<file path="config.mk">
export PLATFORM = sky130hd
export DESIGN_NAME = if_stage_flat
export DESIGN_NICKNAME = d
export VERILOG_FILES = /design/src/rtl/if_stage_if.sv /design/src/rtl/if_stage.sv /design/src/flat_wrapper.sv
export SDC_FILE = /design/constraint.sdc
export NUM_CORES = 1
export LEC_CHECK = 0
export BUFFER_PORTS_ARGS = -buffer_cell sky130_fd_sc_hd__clkbuf_2
export CELL_PAD_IN_SITES_DETAIL_PLACEMENT = 0
export CELL_PAD_IN_SITES_GLOBAL_PLACEMENT = 1
export CORE_UTILIZATION = 34
export CTS_CLUSTER_SIZE = 25
export DETAILED_ROUTE_END_ITERATION = 10
export MAX_ROUTING_LAYER = met4
export PLACE_DENSITY = 0.89
export SLEW_MARGIN = 25
export SYNTH_ARGS = -nofsm -noshare
export SYNTH_HDL_FRONTEND = slang
export SYNTH_SLANG_ARGS = --single-unit
</file>
<file path="constraint.sdc">
create_clock -name clk -period 2.15 [get_ports clk]
set_input_delay 0.215 -clock clk [delete_from_list [all_inputs] [get_ports clk]]
set_output_delay 0.215 -clock clk [all_outputs]
set_load 0.1 [all_outputs]
</file>
<file path="src/rtl/if_stage_if.sv">
// if_stage_if: fetch-stage bus (memory, hazard controls, IF/ID register); perf outputs exist only under IF_STAGE_PERF_EN
interface if_stage_if;
  logic        mem_conflict_i;
  logic        stall_i;
  logic        redirect_i;
  logic [15:0] redirect_pc_i;
  logic [15:0] imem_instr_i;
  logic [15:0] pc_o;
  logic [15:0] if_id_instr_o;
  logic [15:0] if_id_pc_o;
  logic        if_id_valid_o;
  logic [1:0]  fetch_state_o;
`ifdef IF_STAGE_PERF_EN
  logic [15:0] perf_fetch_o;
  logic [15:0] perf_bubble_o;
`endif
  modport master (
    input  mem_conflict_i, stall_i, redirect_i, redirect_pc_i, imem_instr_i,
    output pc_o, if_id_instr_o, if_id_pc_o, if_id_valid_o, fetch_state_o
`ifdef IF_STAGE_PERF_EN
    , output perf_fetch_o, perf_bubble_o
`endif
  );
  modport slave (
    output mem_conflict_i, stall_i, redirect_i, redirect_pc_i, imem_instr_i,
    input  pc_o, if_id_instr_o, if_id_pc_o, if_id_valid_o, fetch_state_o
`ifdef IF_STAGE_PERF_EN
    , input perf_fetch_o, perf_bubble_o
`endif
  );
endinterface

</file>
<file path="src/rtl/if_stage.sv">
// if_stage: instruction fetch with PC register, IF/ID register, redirect/stall/conflict handling; IF_STAGE_PERF_EN adds fetch/bubble counters
module if_stage #(
  parameter logic [15:0] RESET_PC  = 16'h0000,
  parameter logic [15:0] PC_STEP   = 16'd4,
  parameter logic [15:0] NOP_INSTR = 16'h0800
) (
  input logic clk,
  input logic rst,
  if_stage_if.master b
);
  typedef enum logic [1:0] {RESET_HOLD = 2'd0, RUN = 2'd1, CONFLICT = 2'd2} state_t;
  state_t      state;
  logic [15:0] pc, instr, ipc, pc_nxt;
  logic        valid, hold, fetch;
`ifdef IF_STAGE_PERF_EN
  logic [15:0] perf_fetch, perf_bubble;
  assign b.perf_fetch_o  = perf_fetch;
  assign b.perf_bubble_o = perf_bubble;
`endif
  assign b.pc_o          = pc;
  assign b.if_id_instr_o = instr;
  assign b.if_id_pc_o    = ipc;
  assign b.if_id_valid_o = valid;
  assign b.fetch_state_o = state;
  // Redirect beats stall; RESET_HOLD ignores every input and only loads a bubble.
  always_comb begin
    hold   = state != RESET_HOLD && !b.redirect_i && b.stall_i;
    fetch  = state != RESET_HOLD && !b.redirect_i && !b.stall_i && !b.mem_conflict_i;
    pc_nxt = state == RESET_HOLD ? pc : b.redirect_i ? b.redirect_pc_i : fetch ? pc + PC_STEP : pc;
  end
  always_ff @(posedge clk) begin
    if (rst) begin
      state <= RESET_HOLD;
      pc    <= RESET_PC;
      instr <= NOP_INSTR;
      ipc   <= 16'h0000;
      valid <= 1'b0;
`ifdef IF_STAGE_PERF_EN
      perf_fetch  <= 16'h0000;
      perf_bubble <= 16'h0000;
`endif
    end else begin
      state <= b.mem_conflict_i ? CONFLICT : RUN;
      pc    <= pc_nxt;
      if (!hold) begin
        instr <= fetch ? b.imem_instr_i : NOP_INSTR;
        ipc   <= fetch ? pc : 16'h0000;
        valid <= fetch;
      end
`ifdef IF_STAGE_PERF_EN
      if (fetch && perf_fetch != 16'hFFFF) perf_fetch <= perf_fetch + 16'd1;
      if (!hold && !fetch && perf_bubble != 16'hFFFF) perf_bubble <= perf_bubble + 16'd1;
`endif
    end
  end
endmodule

</file>
<file path="src/flat_wrapper.sv">
// flat-port wrapper written by rule: the top's interface ports become plain ports
module if_stage_flat 
#(
  parameter logic [15:0] RESET_PC  = 16'h0000,
  parameter logic [15:0] PC_STEP   = 16'd4,
  parameter logic [15:0] NOP_INSTR = 16'h0800
)
  (clk, rst, b_mem_conflict_i, b_stall_i, b_redirect_i, b_redirect_pc_i, b_imem_instr_i, b_pc_o, b_if_id_instr_o, b_if_id_pc_o, b_if_id_valid_o, b_fetch_state_o);
  if_stage_if b_i ();
  input logic clk;
  input logic rst;
  input wire logic [$bits(b_i.mem_conflict_i)-1:0] b_mem_conflict_i;
  input wire logic [$bits(b_i.stall_i)-1:0] b_stall_i;
  input wire logic [$bits(b_i.redirect_i)-1:0] b_redirect_i;
  input wire logic [$bits(b_i.redirect_pc_i)-1:0] b_redirect_pc_i;
  input wire logic [$bits(b_i.imem_instr_i)-1:0] b_imem_instr_i;
  output wire logic [$bits(b_i.pc_o)-1:0] b_pc_o;
  output wire logic [$bits(b_i.if_id_instr_o)-1:0] b_if_id_instr_o;
  output wire logic [$bits(b_i.if_id_pc_o)-1:0] b_if_id_pc_o;
  output wire logic [$bits(b_i.if_id_valid_o)-1:0] b_if_id_valid_o;
  output wire logic [$bits(b_i.fetch_state_o)-1:0] b_fetch_state_o;
  assign b_i.mem_conflict_i = b_mem_conflict_i;
  assign b_i.stall_i = b_stall_i;
  assign b_i.redirect_i = b_redirect_i;
  assign b_i.redirect_pc_i = b_redirect_pc_i;
  assign b_i.imem_instr_i = b_imem_instr_i;
  assign b_pc_o = b_i.pc_o;
  assign b_if_id_instr_o = b_i.if_id_instr_o;
  assign b_if_id_pc_o = b_i.if_id_pc_o;
  assign b_if_id_valid_o = b_i.if_id_valid_o;
  assign b_fetch_state_o = b_i.fetch_state_o;
  if_stage #(.RESET_PC(RESET_PC), .PC_STEP(PC_STEP), .NOP_INSTR(NOP_INSTR)) u_core (.clk(clk), .rst(rst), .b(b_i));
endmodule
</file>
==> results of run 1 <==
## final cells by class
cell class                 count  area, µm²  share of cell area (%)
multi-input combinational    172       1040                    37.6
sequential                    51       1030                    37.3
timing repair buffer          94        488                    17.7
clock buffer                   8        100                    3.64
tap                           75       93.8                    3.41
inverter                       2       7.51                   0.273
## report_power, final
group	switching (mW)	internal [mW]
clock	0.307	0.294
combinational	0.273	0.0853
sequential	0.0353	0.969
total	0.615	1.35
## cell families after synthesis
group | after synthesis | share of synthesized area (%)
compound gates | 75 | 24.5
mux | 4 | 1.87
simple gates | 92 | 21.0
flops | 51 | 47.6
fa+ha+maj | 1 | 0.583
buf+inv | 21 | 4.43
## Yosys cell counts (2+ instances only)
cell                       count  area share [%]
sky130_fd_sc_hd__nand4_1       4             1.2
sky130_fd_sc_hd__a31oi_1       2            0.58
sky130_fd_sc_hd__nor2b_1       4             1.2
sky130_fd_sc_hd__o31ai_1       3             1.0
sky130_fd_sc_hd__a21oi_1      12             2.8
sky130_fd_sc_hd__nand2_1      14             2.4
sky130_fd_sc_hd__inv_1         2            0.35
sky130_fd_sc_hd__o32ai_1       2            0.82
sky130_fd_sc_hd__nand2b_1      3            0.87
sky130_fd_sc_hd__o21bai_1      2            0.70
sky130_fd_sc_hd__dfxtp_1      51              48
sky130_fd_sc_hd__nor4_1        4             1.2
sky130_fd_sc_hd__buf_2        10             2.3
sky130_fd_sc_hd__o22ai_1       2            0.58
sky130_fd_sc_hd__or3_1         3            0.87
sky130_fd_sc_hd__clkbuf_1      8             1.4
sky130_fd_sc_hd__nor3_1        5             1.2
sky130_fd_sc_hd__o21ai_0       6             1.4
sky130_fd_sc_hd__nand3_1       6             1.4
sky130_fd_sc_hd__nor2_1       40             7.0
sky130_fd_sc_hd__a22oi_1      35              12
sky130_fd_sc_hd__mux2i_1       4             1.9
sky130_fd_sc_hd__a211oi_1      4             1.4
## cells in the final DEF, fill, tap and decap left out, types with 5 or more instances in the layout
cell type / netlist / routed
sky130_fd_sc_hd__nor2_1: 40 / 40
sky130_fd_sc_hd__nor3_1: 5 / 5
sky130_fd_sc_hd__nand2_1: 14 / 14
sky130_fd_sc_hd__buf_4: 1 / 7
sky130_fd_sc_hd__dfxtp_2: 0 / 5
sky130_fd_sc_hd__a21oi_1: 12 / 12
sky130_fd_sc_hd__a22oi_1: 35 / 35
sky130_fd_sc_hd__nand3_1: 6 / 6
sky130_fd_sc_hd__o21ai_0: 6 / 6
sky130_fd_sc_hd__clkbuf_8: 0 / 7
sky130_fd_sc_hd__dfxtp_1: 51 / 46
sky130_fd_sc_hd__clkbuf_2: 0 / 87
## worst paths after layout
path	from	endpoint	cells after the start
worst min register to register	u_core.b.pc_o[0]	u_core.b.pc_o[0]	2
worst min-delay path	b_redirect_pc_i[0]	u_core.b.pc_o[0]	3
worst max register to register	u_core.b.pc_o[2]	u_core.b.pc_o[14]	5
worst max-delay path	u_core.b.pc_o[2]	u_core.b.pc_o[14]	5
## metrics by stage
| step | total power [mW] | area, µm² | instances | hold slack [ps] |
|---|---|---|---|---|
| after floorplan | 1.29 | 2150 | 244 | 287 |
| after global placement | 1.38 | 2650 | 394 | 441 |
| after detailed placement | 1.38 | 2650 | 394 | 449 |
| after CTS | 1.98 | 2750 | 402 | 124 |
| after global routing | 2.04 | 2750 | 402 | 130 |
| final | 1.96 | 2750 | 402 | 125 |
## flip-flops by register name (all words and copies together) (netlist names)
name and cells:
u_core.b.if_id_instr_o 16, u_core.b.if_id_pc_o 16, u_core.b.fetch_state_o 2, u_core.b.pc_o 16, u_core.b.if_id_valid_o 1
## metal layers
layer	wire [µm]	part of all wire (%)	vias to the layer above	global-route usage (%)
met5	0	0	-	-
met4	65	1.2	0	5.71
met3	345	6.1	6	3.56
met2	2650	47	64	26.1
met1	2550	45	978	21.8
li1	-	-	1053	-
## critical path, cell delays in order (launching register included)
cell	delay, ps
sky130_fd_sc_hd__dfxtp_2	420
sky130_fd_sc_hd__ha_1	280
sky130_fd_sc_hd__nand3_1	170
sky130_fd_sc_hd__or3_1	360
sky130_fd_sc_hd__o311ai_1	300
sky130_fd_sc_hd__a211oi_1	110
==> flow_summary.html, run 1 <==
<table>
<tr><th>Metric</th><th>Value</th></tr>
<tr><th colspan="2">STA</th></tr>
<tr><td>Sum of negative setup slack</td><td>0 ps</td></tr>
<tr><td>Peak Freq</td><td>566 MHz</td></tr>
<tr><td>Fin crit share</td><td>82.2%</td></tr>
<tr><td>Setup repair after global routing missed its margin</td><td>no</td></tr>
<tr><td>Clock period minus worst slack</td><td>1770 ps</td></tr>
<tr><td>Count of final setup violators</td><td>0</td></tr>
<tr><td>Final slew viol count</td><td>0</td></tr>
<tr><td>Worst Skew</td><td>4.92 ps</td></tr>
<tr><td>Worst slew margin relative to its limit</td><td>62.1%</td></tr>
<tr><td>Number of hold violations in the final report</td><td>0</td></tr>
<tr><td>Least setup slack across all paths after layout</td><td>383 ps</td></tr>
<tr><td>Transition time at the pin with the least slew margin</td><td>568 ps</td></tr>
<tr><th colspan="2">Placement</th></tr>
<tr><td>Pre-CTS setup slack</td><td>415 ps</td></tr>
<tr><td>Routability-driven placement congestion ratio</td><td>0.905</td></tr>
<tr><td>Quantity of I/O buffers inserted on ports</td><td>87</td></tr>
<tr><td>Final HPWL DP</td><td>4.07 mm</td></tr>
<tr><th colspan="2">Yosys</th></tr>
<tr><td>Distinct cell type count of the synthesized netlist</td><td>41</td></tr>
<tr><td>Main flop type after synthesis</td><td>sky130_fd_sc_hd__dfxtp_1</td></tr>
<tr><td>Netlist area before placement</td><td>2150 µm²</td></tr>
<tr><td>Yosys warning total</td><td>0</td></tr>
<tr><td>Number of enable flip-flop cells after synthesis</td><td>0</td></tr>
<tr><td>Net count after synthesis</td><td>282</td></tr>
<tr><td>Mean post-synth cell area</td><td>8.79 µm²</td></tr>
<tr><td>Sequential element share of the synthesized area</td><td>47.6%</td></tr>
<tr><td>Share of synthesized flip-flops with an asynchronous set or reset</td><td>0%</td></tr>
<tr><td>Register bit total from synthesis</td><td>51</td></tr>
<tr><td>Number of standard cells after synthesis</td><td>244</td></tr>
<tr><th colspan="2">Floorplan</th></tr>
<tr><td>Number of placement rows</td><td>28</td></tr>
<tr><td>Floorplan die area</td><td>6630 µm²</td></tr>
<tr><td>Y dimension of the die</td><td>81.4 µm</td></tr>
<tr><td>Initial cell density of the core</td><td>35.8%</td></tr>
<tr><td>Placeable core region</td><td>5990 µm²</td></tr>
<tr><td>Horizontal extent of the die</td><td>81.4 µm</td></tr>
<tr><td>I/O pins</td><td>88</td></tr>
<tr><th colspan="2">Clock network</th></tr>
<tr><td>Number of H-tree levels</td><td>2</td></tr>
<tr><td>Hold Buf Count CTS</td><td>0</td></tr>
<tr><td>Clk sinks</td><td>51</td></tr>
<tr><td>Clock tree from TritonCTS</td><td>built</td></tr>
<tr><td>Gates resized, CTS repair</td><td>0</td></tr>
<tr><td>Post-CTS Setup Bufs</td><td>0</td></tr>
<tr><td>Clock tree buffer depth</td><td>2</td></tr>
<tr><td>Worst skew pair latency</td><td>300 ps</td></tr>
<tr><td>Clk Tree Root Cell</td><td>sky130_fd_sc_hd__clkbuf_8</td></tr>
<tr><td>Clock slew at reported path FFs</td><td>90 ps</td></tr>
<tr><td>Clock buffers created by TritonCTS</td><td>5</td></tr>
<tr><th colspan="2">Power</th></tr>
<tr><td>Total power density per cell area</td><td>713 nW/µm²</td></tr>
<tr><td>IR drop worst, VDD</td><td>0.376 mV</td></tr>
<tr><td>Leakage</td><td>1.13 nW</td></tr>
<tr><th colspan="2">GRT</th></tr>
<tr><td>Overall Global Routing Usage</td><td>16.9%</td></tr>
<tr><td>Number of global-route vias before repair</td><td>1774</td></tr>
<tr><td>Number of antenna violations at the first check in global routing</td><td>0</td></tr>
<tr><td>Pin count of the biggest net entering global routing</td><td>25</td></tr>
<tr><td>GRT Residual Overflow</td><td>0</td></tr>
<tr><td>Wire length of the first global-routing pass</td><td>8.35 mm</td></tr>
<tr><th colspan="2">Run status</th></tr>
<tr><td>Outcome</td><td>finished clean</td></tr>
<tr><th colspan="2">Worst setup path</th></tr>
<tr><td>Biggest fanout along the worst timing path</td><td>8</td></tr>
<tr><td>Flop-to-flop setup slack</td><td>380 ps</td></tr>
<tr><td>Sort of element at the end of the critical path</td><td>flop</td></tr>
<tr><td>Endpoint required time on the critical path</td><td>2330 ps</td></tr>
<tr><td>Crit Path Category</td><td>flop to flop</td></tr>
<tr><td>Data arrival time at the worst-slack endpoint</td><td>1940 ps</td></tr>
<tr><td>Startpoint class of the critical path</td><td>flop</td></tr>
<tr><th colspan="2">Routing</th></tr>
<tr><td>Routed vias</td><td>2101</td></tr>
<tr><td>Routed wirelength normalized by instance count</td><td>14.0 µm</td></tr>
<tr><td>Pre-Repair DR Iteration Count</td><td>4</td></tr>
<tr><td>Total detailed-routing wirelength</td><td>5.61 mm</td></tr>
<tr><td>Per-cell via count in the routed design</td><td>5.23</td></tr>
<tr><td>Remaining design rule violation count</td><td>0</td></tr>
<tr><td>Number of nets still failing antenna checks after routing</td><td>0</td></tr>
<tr><td>Number of design-rule violations left by the first detailed-router iteration</td><td>117</td></tr>
<tr><th colspan="2">Cells and area</th></tr>
<tr><td>Final-layout fill cell count</td><td>606</td></tr>
<tr><td>Post-layout net count</td><td>364</td></tr>
<tr><td>Layout cell share with drive strength beyond 1</td><td>34.6%</td></tr>
<tr><td>Final cell utilization of the core</td><td>45.9%</td></tr>
<tr><td>ANT cells</td><td>0</td></tr>
<tr><td>Area growth from synthesis to layout</td><td>28.3%</td></tr>
<tr><th colspan="2">Run</th></tr>
<tr><td>Max-capacitance violation count</td><td>0</td></tr>
<tr><th colspan="2">Worst hold path</th></tr>
<tr><td>Classification of the worst-slack hold path</td><td>input pin to flop</td></tr>
</table>
Note: power is estimated with default switching activity, not from simulation.
==> inputs of run 2 (changes only) <==
Settings changed: ABC_AREA set to 1, CORE_UTILIZATION 34 to 33, PLACE_DENSITY 0.89 to 0.88.
Clock period 2.15 ns to 1.7 ns, I/O delays scaled along.
==> flow_summary.html, run 2 <==
<table>
<tr><th>Metric</th><th>Value</th></tr>
<tr><th colspan="2">Floorplan</th></tr>
<tr><td>Y dimension of the die</td><td>85.6 µm (+5.2%)</td></tr>
<tr><td>Number of placement rows</td><td>30 (+7.1%)</td></tr>
<tr><td>Horizontal extent of the die</td><td>85.6 µm (+5.2%)</td></tr>
<tr><td>Floorplan die area</td><td>7330 µm² (+11%)</td></tr>
<tr><td>Initial cell density of the core</td><td>34.0% (-1.8 points)</td></tr>
<tr><td>Placeable core region</td><td>6790 µm² (+13%)</td></tr>
<tr><td>I/O pins</td><td>88 (unchanged)</td></tr>
<tr><th colspan="2">Yosys</th></tr>
<tr><td>Area share of the leading cell type in the synthesized netlist</td><td>44.2% (-3.4 points)</td></tr>
<tr><td>Yosys warning total</td><td>0 (unchanged)</td></tr>
<tr><td>Sequential element share of the synthesized area</td><td>44.2% (-3.4 points)</td></tr>
<tr><td>Mean post-synth cell area</td><td>7.17 µm² (-18%)</td></tr>
<tr><td>Register bit total from synthesis</td><td>51 (unchanged)</td></tr>
<tr><td>Number of standard cells after synthesis</td><td>322 (+32%)</td></tr>
<tr><td>Cell with the most instances after synthesis</td><td>sky130_fd_sc_hd__nand2_1</td></tr>
<tr><td>Leading cell types by count after synthesis</td><td>sky130_fd_sc_hd__nand2_1, sky130_fd_sc_hd__dfxtp_1, sky130_fd_sc_hd__a21oi_1</td></tr>
<tr><td>Net count after synthesis</td><td>360 (+28%)</td></tr>
<tr><td>Share of synthesized flip-flops with an asynchronous set or reset</td><td>0% (unchanged)</td></tr>
<tr><td>Netlist area before placement</td><td>2310 µm² (+7.6%)</td></tr>
<tr><td>Number of enable flip-flop cells after synthesis</td><td>0 (unchanged)</td></tr>
<tr><td>Distinct cell type count of the synthesized netlist</td><td>25 (-39%)</td></tr>
<tr><td>Cell type contributing the most total cell area after synthesis</td><td>sky130_fd_sc_hd__dfxtp_1</td></tr>
<tr><td>Cell types occupying the most area after synthesis</td><td>sky130_fd_sc_hd__dfxtp_1, sky130_fd_sc_hd__nand2_1, sky130_fd_sc_hd__a21oi_1, sky130_fd_sc_hd__nand4_1, sky130_fd_sc_hd__nor2_1</td></tr>
<tr><td>Main flop type after synthesis</td><td>sky130_fd_sc_hd__dfxtp_1</td></tr>
<tr><th colspan="2">Routing</th></tr>
<tr><td>Number of nets still failing antenna checks after routing</td><td>0 (unchanged)</td></tr>
<tr><td>Remaining design rule violation count</td><td>0 (unchanged)</td></tr>
<tr><td>Per-cell via count in the routed design</td><td>5.00 (-4.4%)</td></tr>
<tr><td>Routed vias</td><td>2498 (+19%)</td></tr>
<tr><td>Number of design-rule violations left by the first detailed-router iteration</td><td>194 (+66%)</td></tr>
<tr><td>Routed wirelength normalized by instance count</td><td>13.0 µm (-6.7%)</td></tr>
<tr><td>Total detailed-routing wirelength</td><td>6.51 mm (+16%)</td></tr>
<tr><td>Pre-Repair DR Iteration Count</td><td>4 (unchanged)</td></tr>
<tr><th colspan="2">Worst hold path</th></tr>
<tr><td>Classification of the worst-slack hold path</td><td>input pin to flop</td></tr>
<tr><td>Worst Hold Launch</td><td>b_mem_conflict_i</td></tr>
<tr><th colspan="2">Clock network</th></tr>
<tr><td>Clock slew at reported path FFs</td><td>100 ps (about the same)</td></tr>
<tr><td>Clk Tree Root Cell</td><td>sky130_fd_sc_hd__clkbuf_8</td></tr>
<tr><td>Post-CTS Setup Bufs</td><td>0 (unchanged)</td></tr>
<tr><td>Hold Buf Count CTS</td><td>0 (unchanged)</td></tr>
<tr><td>Gates resized, CTS repair</td><td>0 (unchanged)</td></tr>
<tr><td>Worst skew pair latency</td><td>310 ps (about the same)</td></tr>
<tr><td>Number of H-tree levels</td><td>2 (unchanged)</td></tr>
<tr><td>Clock tree from TritonCTS</td><td>built</td></tr>
<tr><td>Clock tree buffer depth</td><td>2 (unchanged)</td></tr>
<tr><td>Clock buffers created by TritonCTS</td><td>5 (unchanged)</td></tr>
<tr><td>Clk sinks</td><td>51 (unchanged)</td></tr>
<tr><th colspan="2">Worst setup path</th></tr>
<tr><td>Reg-to-reg startpoint</td><td>u_core.b.pc_o[2]</td></tr>
<tr><td>Startpoint of the worst setup timing path</td><td>u_core.b.pc_o[13]</td></tr>
<tr><td>Ordered cell list for the critical path</td><td>clkbuf_2</td></tr>
<tr><td>Number of buffers and inverters on the critical path</td><td>1 (+1)</td></tr>
<tr><td>Sort of element at the end of the critical path</td><td>primary output</td></tr>
<tr><td>Startpoint class of the critical path</td><td>flop</td></tr>
<tr><td>Gate family responsible for the most delay along the worst path</td><td>buffers and inverters</td></tr>
<tr><td>Slowest CP cell</td><td>sky130_fd_sc_hd__clkbuf_2</td></tr>
<tr><td>Endpoint required time on the critical path</td><td>1530 ps (-800 ps)</td></tr>
<tr><td>Largest incremental delay on the critical path</td><td>510 ps (+90 ps)</td></tr>
<tr><td>Biggest fanout along the worst timing path</td><td>7 (-1)</td></tr>
<tr><td>Crit Path Category</td><td>flop to primary output</td></tr>
<tr><td>Data arrival time at the worst-slack endpoint</td><td>1300 ps (-640 ps)</td></tr>
<tr><td>Flop-to-flop setup slack</td><td>310 ps (-70 ps)</td></tr>
<tr><th colspan="2">STA</th></tr>
<tr><td>Final slew viol count</td><td>0 (unchanged)</td></tr>
<tr><td>Fin crit share</td><td>86.6%</td></tr>
<tr><td>Least setup slack across all paths after layout</td><td>228 ps (-154 ps)</td></tr>
<tr><td>Worst slew margin relative to its limit</td><td>62.1% (about the same)</td></tr>
<tr><td>Setup repair after global routing missed its margin</td><td>no</td></tr>
<tr><td>Clock period minus worst slack</td><td>1470 ps</td></tr>
<tr><td>Worst Skew</td><td>7.16 ps (+2.24 ps)</td></tr>
<tr><td>Transition time at the pin with the least slew margin</td><td>568 ps (+0.207 ps)</td></tr>
<tr><td>Sum of negative setup slack</td><td>0 ps (unchanged)</td></tr>
<tr><td>Number of hold violations in the final report</td><td>0 (unchanged)</td></tr>
<tr><td>Count of final setup violators</td><td>0 (unchanged)</td></tr>
<tr><td>Peak Freq</td><td>679 MHz</td></tr>
<tr><th colspan="2">Cells and area</th></tr>
<tr><td>ANT cells</td><td>0 (unchanged)</td></tr>
<tr><td>Leading cell type in the layout, fill and taps excluded</td><td>sky130_fd_sc_hd__clkbuf_2</td></tr>
<tr><td>Layout cell share with drive strength beyond 1</td><td>30.9% (-3.6 points)</td></tr>
<tr><td>Area growth from synthesis to layout</td><td>26.4%</td></tr>
<tr><td>Post-layout net count</td><td>441 (+21%)</td></tr>
<tr><td>Most frequent cells in the layout</td><td>sky130_fd_sc_hd__clkbuf_2, sky130_fd_sc_hd__nand2_1, sky130_fd_sc_hd__a21oi_1</td></tr>
<tr><td>Post-Layout Cell Count</td><td>500 (+24%)</td></tr>
<tr><th colspan="2">GRT</th></tr>
<tr><td>Routing usage on met3</td><td>3.27% (-0.28 points)</td></tr>
<tr><td>Wire length of the first global-routing pass</td><td>10.6 mm (+27%)</td></tr>
<tr><td>Gr busiest metal</td><td>met2</td></tr>
<tr><td>M2 GR Usage</td><td>28.1% (+2.1 points)</td></tr>
<tr><td>GRT Residual Overflow</td><td>0 (unchanged)</td></tr>
<tr><td>Met1 GRT Util</td><td>25.6% (+3.7 points)</td></tr>
<tr><td>Number of antenna violations at the first check in global routing</td><td>0 (unchanged)</td></tr>
<tr><td>Number of global-route vias before repair</td><td>2144 (+21%)</td></tr>
<tr><td>Overall Global Routing Usage</td><td>18.4% (+1.5 points)</td></tr>
<tr><td>Pin count of the biggest net entering global routing</td><td>36 (+44%)</td></tr>
<tr><th colspan="2">Power</th></tr>
<tr><td>Total power density per cell area</td><td>846 nW/µm² (+19%)</td></tr>
<tr><td>IR drop worst, VDD</td><td>0.324 mV (-14%)</td></tr>
<tr><td>Sequential group share of total power</td><td>51.4% (+0.2 points)</td></tr>
<tr><td>Clock network fraction of total power</td><td>28.3% (-2.3 points)</td></tr>
<tr><td>Switching Fraction</td><td>34.1% (+2.8 points)</td></tr>
<tr><td>Leakage</td><td>1.21 nW (+7.0%)</td></tr>
<tr><td>Combinational group share of total power</td><td>20.3% (+2.1 points)</td></tr>
<tr><td>Total net switching power</td><td>842 µW (+37%)</td></tr>
<tr><td>Internal Dissipation</td><td>1.63 mW (+21%)</td></tr>
<tr><th colspan="2">Run status</th></tr>
<tr><td>Outcome</td><td>finished clean</td></tr>
<tr><th colspan="2">Placement</th></tr>
<tr><td>Number of placed instances with taps included</td><td>492 (+25%)</td></tr>
<tr><td>Quantity of I/O buffers inserted on ports</td><td>87 (unchanged)</td></tr>
<tr><td>Final HPWL DP</td><td>4.57 mm (+12%)</td></tr>
<tr><td>Routability-driven placement congestion ratio</td><td>0.821 (-9.3%)</td></tr>
<tr><td>Pre-CTS setup slack</td><td>333 ps (-82.6 ps)</td></tr>
<tr><th colspan="2">Run</th></tr>
<tr><td>Max-capacitance violation count</td><td>0 (unchanged)</td></tr>
</table>
run 2: cell types whose count changed after synthesis, sizes merged, moves of 8 or more:
| cell | delta |
|---|---|
| a21oi | +35 |
| a22oi | -35 |
| inv | +16 |
| nand2 | +64 |
| nand3 | +11 |
| nand4 | +31 |
| nor2 | -8 |
run 2: worst reg2reg max path, stage by stage, from the launching register on:
cell and delay (ps):
sky130_fd_sc_hd__dfxtp_2 390, sky130_fd_sc_hd__ha_1 190, sky130_fd_sc_hd__nand3_1 130, sky130_fd_sc_hd__nor2_1 230, sky130_fd_sc_hd__nand2_1 80, sky130_fd_sc_hd__nand2_1 60
sky130_fd_sc_hd__nand3_1 60, sky130_fd_sc_hd__nand2_1 70, sky130_fd_sc_hd__a21oi_1 50
run 2: cells by family after synthesis:
| logic type | synth area share [%] |
|---|---|
| AND/OR/NAND/NOR | 32.8 |
| AO/OA/AOI/OAI | 14.6 |
| flip-flops | 44.2 |
| buffers and inverters | 7.86 |
| adder cells (fa/ha/maj) | 0.542 |
run 2: final cells by class:
cell class | instances | area [µm²]
fillers | 749 | 3870
multi-input cells | 231 | 1110
flip-flops and latches | 51 | 1040
repair buffers | 96 | 503
well taps | 96 | 120
clock buffers | 6 | 72.6
inverters | 18 | 67.6
clock inverters | 2 | 12.5
run 2: path summary, 6_finish.rpt:
path,depth (start not counted),endpoint
worst max register to register,8,u_core.b.pc_o[12]
worst min register to register,2,u_core.b.if_id_pc_o[2]
worst max-delay path,1,b_pc_o[13]
worst min-delay path,2,u_core.b.fetch_state_o[0]
run 2: through the flow:
stage	instance area, µm²	hold WS [ps]	utilization (%)	total power, mW
2_1_floorplan	2320	235	-	1.67
3_3_place_gp	2830	387	41.7	1.80
3_5_place_dp	2830	401	41.7	1.80
4_1_cts	2920	76.9	43.0	2.49
5_1_grt	2920	77.0	43.0	2.59
6_report	2920	79.4	43.0	2.47
run 2: power groups by stage:
stage          Clock (mW)  Sequential, mW  Combinational (mW)
5_1_grt             0.775            1.27               0.538
6_report            0.699            1.27               0.502
3_3_place_gp            0            1.29               0.503
3_5_place_dp            0            1.30               0.503
2_1_floorplan           0            1.50               0.169
4_1_cts             0.721            1.27               0.505
run 2: layer usage:
metal / wire [µm] / up-vias
li1: - / 1254
met1: 3190 / 1168
met2: 2960 / 71
met3: 315 / 5
met4: 46 / 0
met5: 0 / -
==> inputs of run 3 (changes only) <==
Settings changed: CORE_UTILIZATION 33 to 30, PLACE_DENSITY 0.88 to 0.85.
Clock period 1.7 ns to 1.2 ns, I/O delays scaled along.
==> flow_summary.html, run 3 (synthesis results as in run 2) <==
<table>
<tr><th>Metric</th><th>Value</th></tr>
<tr><th colspan="2">Run status</th></tr>
<tr><td>Outcome</td><td>complete, but fails checks</td></tr>
<tr><td>Violations in the final reports</td><td>negative setup slack</td></tr>
<tr><th colspan="2">Power</th></tr>
<tr><td>Total net switching power</td><td>1.24 mW (+47%)</td></tr>
<tr><td>Combinational group share of total power</td><td>26.1% (+5.8 points)</td></tr>
<tr><td>Power, Total</td><td>3.74 mW (+51%)</td></tr>
<tr><td>Internal Dissipation</td><td>2.50 mW (+54%)</td></tr>
<tr><td>Total power density per cell area</td><td>929 nW/µm² (+9.9%)</td></tr>
<tr><td>IR drop worst, VDD</td><td>0.549 mV (+69%)</td></tr>
<tr><td>Leakage</td><td>1.53 nW (+26%)</td></tr>
<tr><td>Sequential group share of total power</td><td>47.9% (-3.5 points)</td></tr>
<tr><td>Clock network fraction of total power</td><td>26.1% (-2.2 points)</td></tr>
<tr><td>Switching Fraction</td><td>33.1% (-0.97 points)</td></tr>
<tr><th colspan="2">STA</th></tr>
<tr><td>Least setup slack across all paths after layout</td><td>-22.7 ps (-251 ps)</td></tr>
<tr><td>Post-route worst hold slack</td><td>41.3 ps (-38.1 ps)</td></tr>
<tr><td>Transition time at the pin with the least slew margin</td><td>281 ps (-287 ps)</td></tr>
<tr><td>Number of hold violations in the final report</td><td>0 (unchanged)</td></tr>
<tr><td>Sum of negative setup slack</td><td>-44.3 ps (-44.3 ps)</td></tr>
<tr><td>Clock period minus worst slack</td><td>1220 ps</td></tr>
<tr><td>Peak Freq</td><td>818 MHz</td></tr>
<tr><td>Fin crit share</td><td>102%</td></tr>
<tr><td>Final slew viol count</td><td>0 (unchanged)</td></tr>
<tr><td>Worst slew margin relative to its limit</td><td>81.3% (+19 points)</td></tr>
<tr><td>Worst Skew</td><td>4.36 ps (-2.80 ps)</td></tr>
<tr><td>Setup repair after global routing missed its margin</td><td>yes</td></tr>
<tr><td>Count of final setup violators</td><td>3 (+3)</td></tr>
<tr><th colspan="2">Clock network</th></tr>
<tr><td>Clock tree buffer depth</td><td>2 (unchanged)</td></tr>
<tr><td>Clock slew at reported path FFs</td><td>90 ps (about the same)</td></tr>
<tr><td>Clk Tree Root Cell</td><td>sky130_fd_sc_hd__clkbuf_8</td></tr>
<tr><td>Clock tree from TritonCTS</td><td>built</td></tr>
<tr><td>Worst skew pair latency</td><td>300 ps (about the same)</td></tr>
<tr><td>Number of H-tree levels</td><td>2 (unchanged)</td></tr>
<tr><td>Clk sinks</td><td>51 (unchanged)</td></tr>
<tr><td>Hold Buf Count CTS</td><td>0 (unchanged)</td></tr>
<tr><td>Clock buffers created by TritonCTS</td><td>5 (unchanged)</td></tr>
<tr><th colspan="2">Worst hold path</th></tr>
<tr><td>Depth of the worst hold-timing path</td><td>3 (+1)</td></tr>
<tr><td>Worst Hold Launch</td><td>b_imem_instr_i[11]</td></tr>
<tr><td>Classification of the worst-slack hold path</td><td>input pin to flop</td></tr>
<tr><td>Worst min-delay path endpoint</td><td>u_core.b.if_id_instr_o[11]</td></tr>
<tr><th colspan="2">Worst setup path</th></tr>
<tr><td>Endpoint of the lowest-slack register-to-register path</td><td>u_core.b.pc_o[13]</td></tr>
<tr><td>Ordered cell list for the critical path</td><td>nand3_1 -&gt; inv_1 -&gt; nand3_1 -&gt; nand2_1 -&gt; nand3_1 -&gt; nand2_1 -&gt; a21oi_2</td></tr>
<tr><td>Reg-to-reg startpoint</td><td>u_core.b.pc_o[4]</td></tr>
<tr><td>Endpoint required time on the critical path</td><td>1400 ps (-130 ps)</td></tr>
<tr><td>Flop-to-flop setup slack</td><td>-20 ps (-330 ps)</td></tr>
<tr><td>Startpoint class of the critical path</td><td>flop</td></tr>
<tr><td>Largest incremental delay on the critical path</td><td>380 ps (-130 ps)</td></tr>
<tr><td>Number of cell instances on the worst register-to-register path</td><td>7 (-1)</td></tr>
<tr><td>Sort of element at the end of the critical path</td><td>flop</td></tr>
<tr><td>Library cell appearing most often on the critical path</td><td>sky130_fd_sc_hd__nand3_1</td></tr>
<tr><td>Data arrival time at the worst-slack endpoint</td><td>1420 ps (+120 ps)</td></tr>
<tr><td>Crit Path Category</td><td>flop to flop</td></tr>
<tr><td>Slowest CP cell</td><td>sky130_fd_sc_hd__dfxtp_4</td></tr>
<tr><td>Number of buffers and inverters on the critical path</td><td>1 (unchanged)</td></tr>
<tr><td>Biggest fanout along the worst timing path</td><td>4 (-3)</td></tr>
<tr><td>Gate family responsible for the most delay along the worst path</td><td>simple AND/OR/NAND/NOR gates</td></tr>
<tr><th colspan="2">Run</th></tr>
<tr><td>Max-capacitance violation count</td><td>0 (unchanged)</td></tr>
<tr><th colspan="2">Cells and area</th></tr>
<tr><td>Most frequent cells in the layout</td><td>sky130_fd_sc_hd__nand2_1, sky130_fd_sc_hd__buf_12, sky130_fd_sc_hd__a21oi_1</td></tr>
<tr><td>Layout cell share with drive strength beyond 1</td><td>39.7% (+8.8 points)</td></tr>
<tr><td>Post-layout net count</td><td>460 (+4.3%)</td></tr>
<tr><td>Area growth from synthesis to layout</td><td>74.3%</td></tr>
<tr><td>Leading cell type in the layout, fill and taps excluded</td><td>sky130_fd_sc_hd__nand2_1</td></tr>
<tr><td>Fin area</td><td>4020 µm² (+38%)</td></tr>
<tr><td>Post-Layout Cell Count</td><td>522 (+4.4%)</td></tr>
<tr><td>Final cell utilization of the core</td><td>54.9% (+12 points)</td></tr>
<tr><td>Final-layout fill cell count</td><td>661 (-12%)</td></tr>
<tr><td>ANT cells</td><td>0 (unchanged)</td></tr>
<tr><th colspan="2">Floorplan</th></tr>
<tr><td>Horizontal extent of the die</td><td>89.7 µm (+4.8%)</td></tr>
<tr><td>Y dimension of the die</td><td>89.7 µm (+4.8%)</td></tr>
<tr><td>Placeable core region</td><td>7330 µm² (+7.9%)</td></tr>
<tr><td>Number of placement rows</td><td>31 (+3.3%)</td></tr>
<tr><td>Floorplan die area</td><td>8050 µm² (+9.8%)</td></tr>
<tr><td>Initial cell density of the core</td><td>31.5% (-2.5 points)</td></tr>
<tr><td>I/O pins</td><td>88 (unchanged)</td></tr>
<tr><th colspan="2">Routing</th></tr>
<tr><td>Remaining design rule violation count</td><td>0 (unchanged)</td></tr>
<tr><td>Number of nets still failing antenna checks after routing</td><td>0 (unchanged)</td></tr>
<tr><td>Pre-Repair DR Iteration Count</td><td>5 (+1)</td></tr>
<tr><td>Per-cell via count in the routed design</td><td>4.98 (-0.34%)</td></tr>
<tr><td>Routed wirelength normalized by instance count</td><td>13.8 µm (+6.2%)</td></tr>
<tr><td>Number of design-rule violations left by the first detailed-router iteration</td><td>172 (-11%)</td></tr>
<tr><td>Routed vias</td><td>2599 (+4.0%)</td></tr>
<tr><td>Total detailed-routing wirelength</td><td>7.22 mm (+11%)</td></tr>
<tr><th colspan="2">Placement</th></tr>
<tr><td>Total cell area at the placement stage</td><td>3870 µm² (+36%)</td></tr>
<tr><td>Quantity of I/O buffers inserted on ports</td><td>87 (unchanged)</td></tr>
<tr><td>Pre-CTS setup slack</td><td>-4.55 ps (-337 ps)</td></tr>
<tr><td>Number of placed instances with taps included</td><td>511 (+3.9%)</td></tr>
<tr><td>Final HPWL DP</td><td>5.36 mm (+17%)</td></tr>
<tr><td>Routability-driven placement congestion ratio</td><td>0.801 (-2.5%)</td></tr>
<tr><th colspan="2">GRT</th></tr>
<tr><td>Pin count of the biggest net entering global routing</td><td>29 (-19%)</td></tr>
<tr><td>GRT Residual Overflow</td><td>0 (unchanged)</td></tr>
<tr><td>Overall Global Routing Usage</td><td>18.3% (-0.078 points)</td></tr>
<tr><td>Number of global-route vias before repair</td><td>2459 (+15%)</td></tr>
<tr><td>Number of antenna violations at the first check in global routing</td><td>0 (unchanged)</td></tr>
<tr><td>Wire length of the first global-routing pass</td><td>11.8 mm (+12%)</td></tr>
</table>
==> run 3: cell types whose count changed in the layout (fill, tap and decap cells not counted), moves of 4 or more <==
cell,delta
sky130_fd_sc_hd__dfxtp_1,-8
sky130_fd_sc_hd__buf_12,+56
sky130_fd_sc_hd__buf_4,+14
sky130_fd_sc_hd__clkbuf_2,-51
sky130_fd_sc_hd__dfxtp_4,+14
sky130_fd_sc_hd__nand2_1,-4
sky130_fd_sc_hd__dfxtp_2,-6
==> run 3: area by class of cell <==
cell class | instances | area [µm²] | share of cell area [%]
Clock buffer | 6 | 72.6 | 1.80
Clock inverter | 2 | 11.3 | 0.280
Inverter | 18 | 72.6 | 1.80
Multi-Input combinational cell | 231 | 1190 | 29.5
Sequential cell | 51 | 1080 | 26.9
Tap cell | 99 | 124 | 3.08
Timing Repair Buffer | 115 | 1470 | 36.6
==> run 3: what timing repair did <==
action / CTS / global route
setup endpoints to repair: 3 / 30
gates resized for setup: 1 / 12
pin swaps: 1 / 5
buffers inserted: 0 / 3
==> run 3: power by group through the flow <==
stage | logic, mW | clock network, mW | registers, mW
finish | 0.974 | 0.975 | 1.79
global route | 1.03 | 1.07 | 1.80
CTS | 0.957 | 1.01 | 1.79
detailed placement | 0.954 | 0 | 1.83
global placement | 0.948 | 0 | 1.82
floorplan | 0.251 | 0 | 2.12
==> run 3: tightest hold or removal path, cell delays in order <==
cell	delay (ps)
sky130_fd_sc_hd__clkbuf_2	80
sky130_fd_sc_hd__o22ai_1	70
sky130_fd_sc_hd__nand2_1	50
==> run 3: worst max path at each step <==
| stage | endpoint | cells past startpoint | startpoint | slack (ps) |
|---|---|---|---|---|
| detailed placement | u_core.b.pc_o[12] | 7 | u_core.b.pc_o[3] | -5 |
| floorplan | u_core.b.pc_o[10] | 8 | u_core.b.pc_o[3] | -200 |
| global route | u_core.b.pc_o[10] | 8 | u_core.b.pc_o[2] | -120 |
| global placement | u_core.b.pc_o[10] | 8 | u_core.b.pc_o[3] | 30 |
| CTS | u_core.b.pc_o[10] | 8 | u_core.b.pc_o[3] | -8 |
| finish | u_core.b.pc_o[13] | 7 | u_core.b.pc_o[4] | -20 |
==> run 3: metal layers <==
| metal | share of wire [%] | global-route usage [%] | wire, µm |
|---|---|---|---|
| met1 | 44 | 21.9 | 3150 |
| met2 | 49 | 31.3 | 3570 |
| met3 | 5.9 | 4.48 | 428 |
| met4 | 0.97 | 3.42 | 70 |
| met5 | 0 | - | 0 |
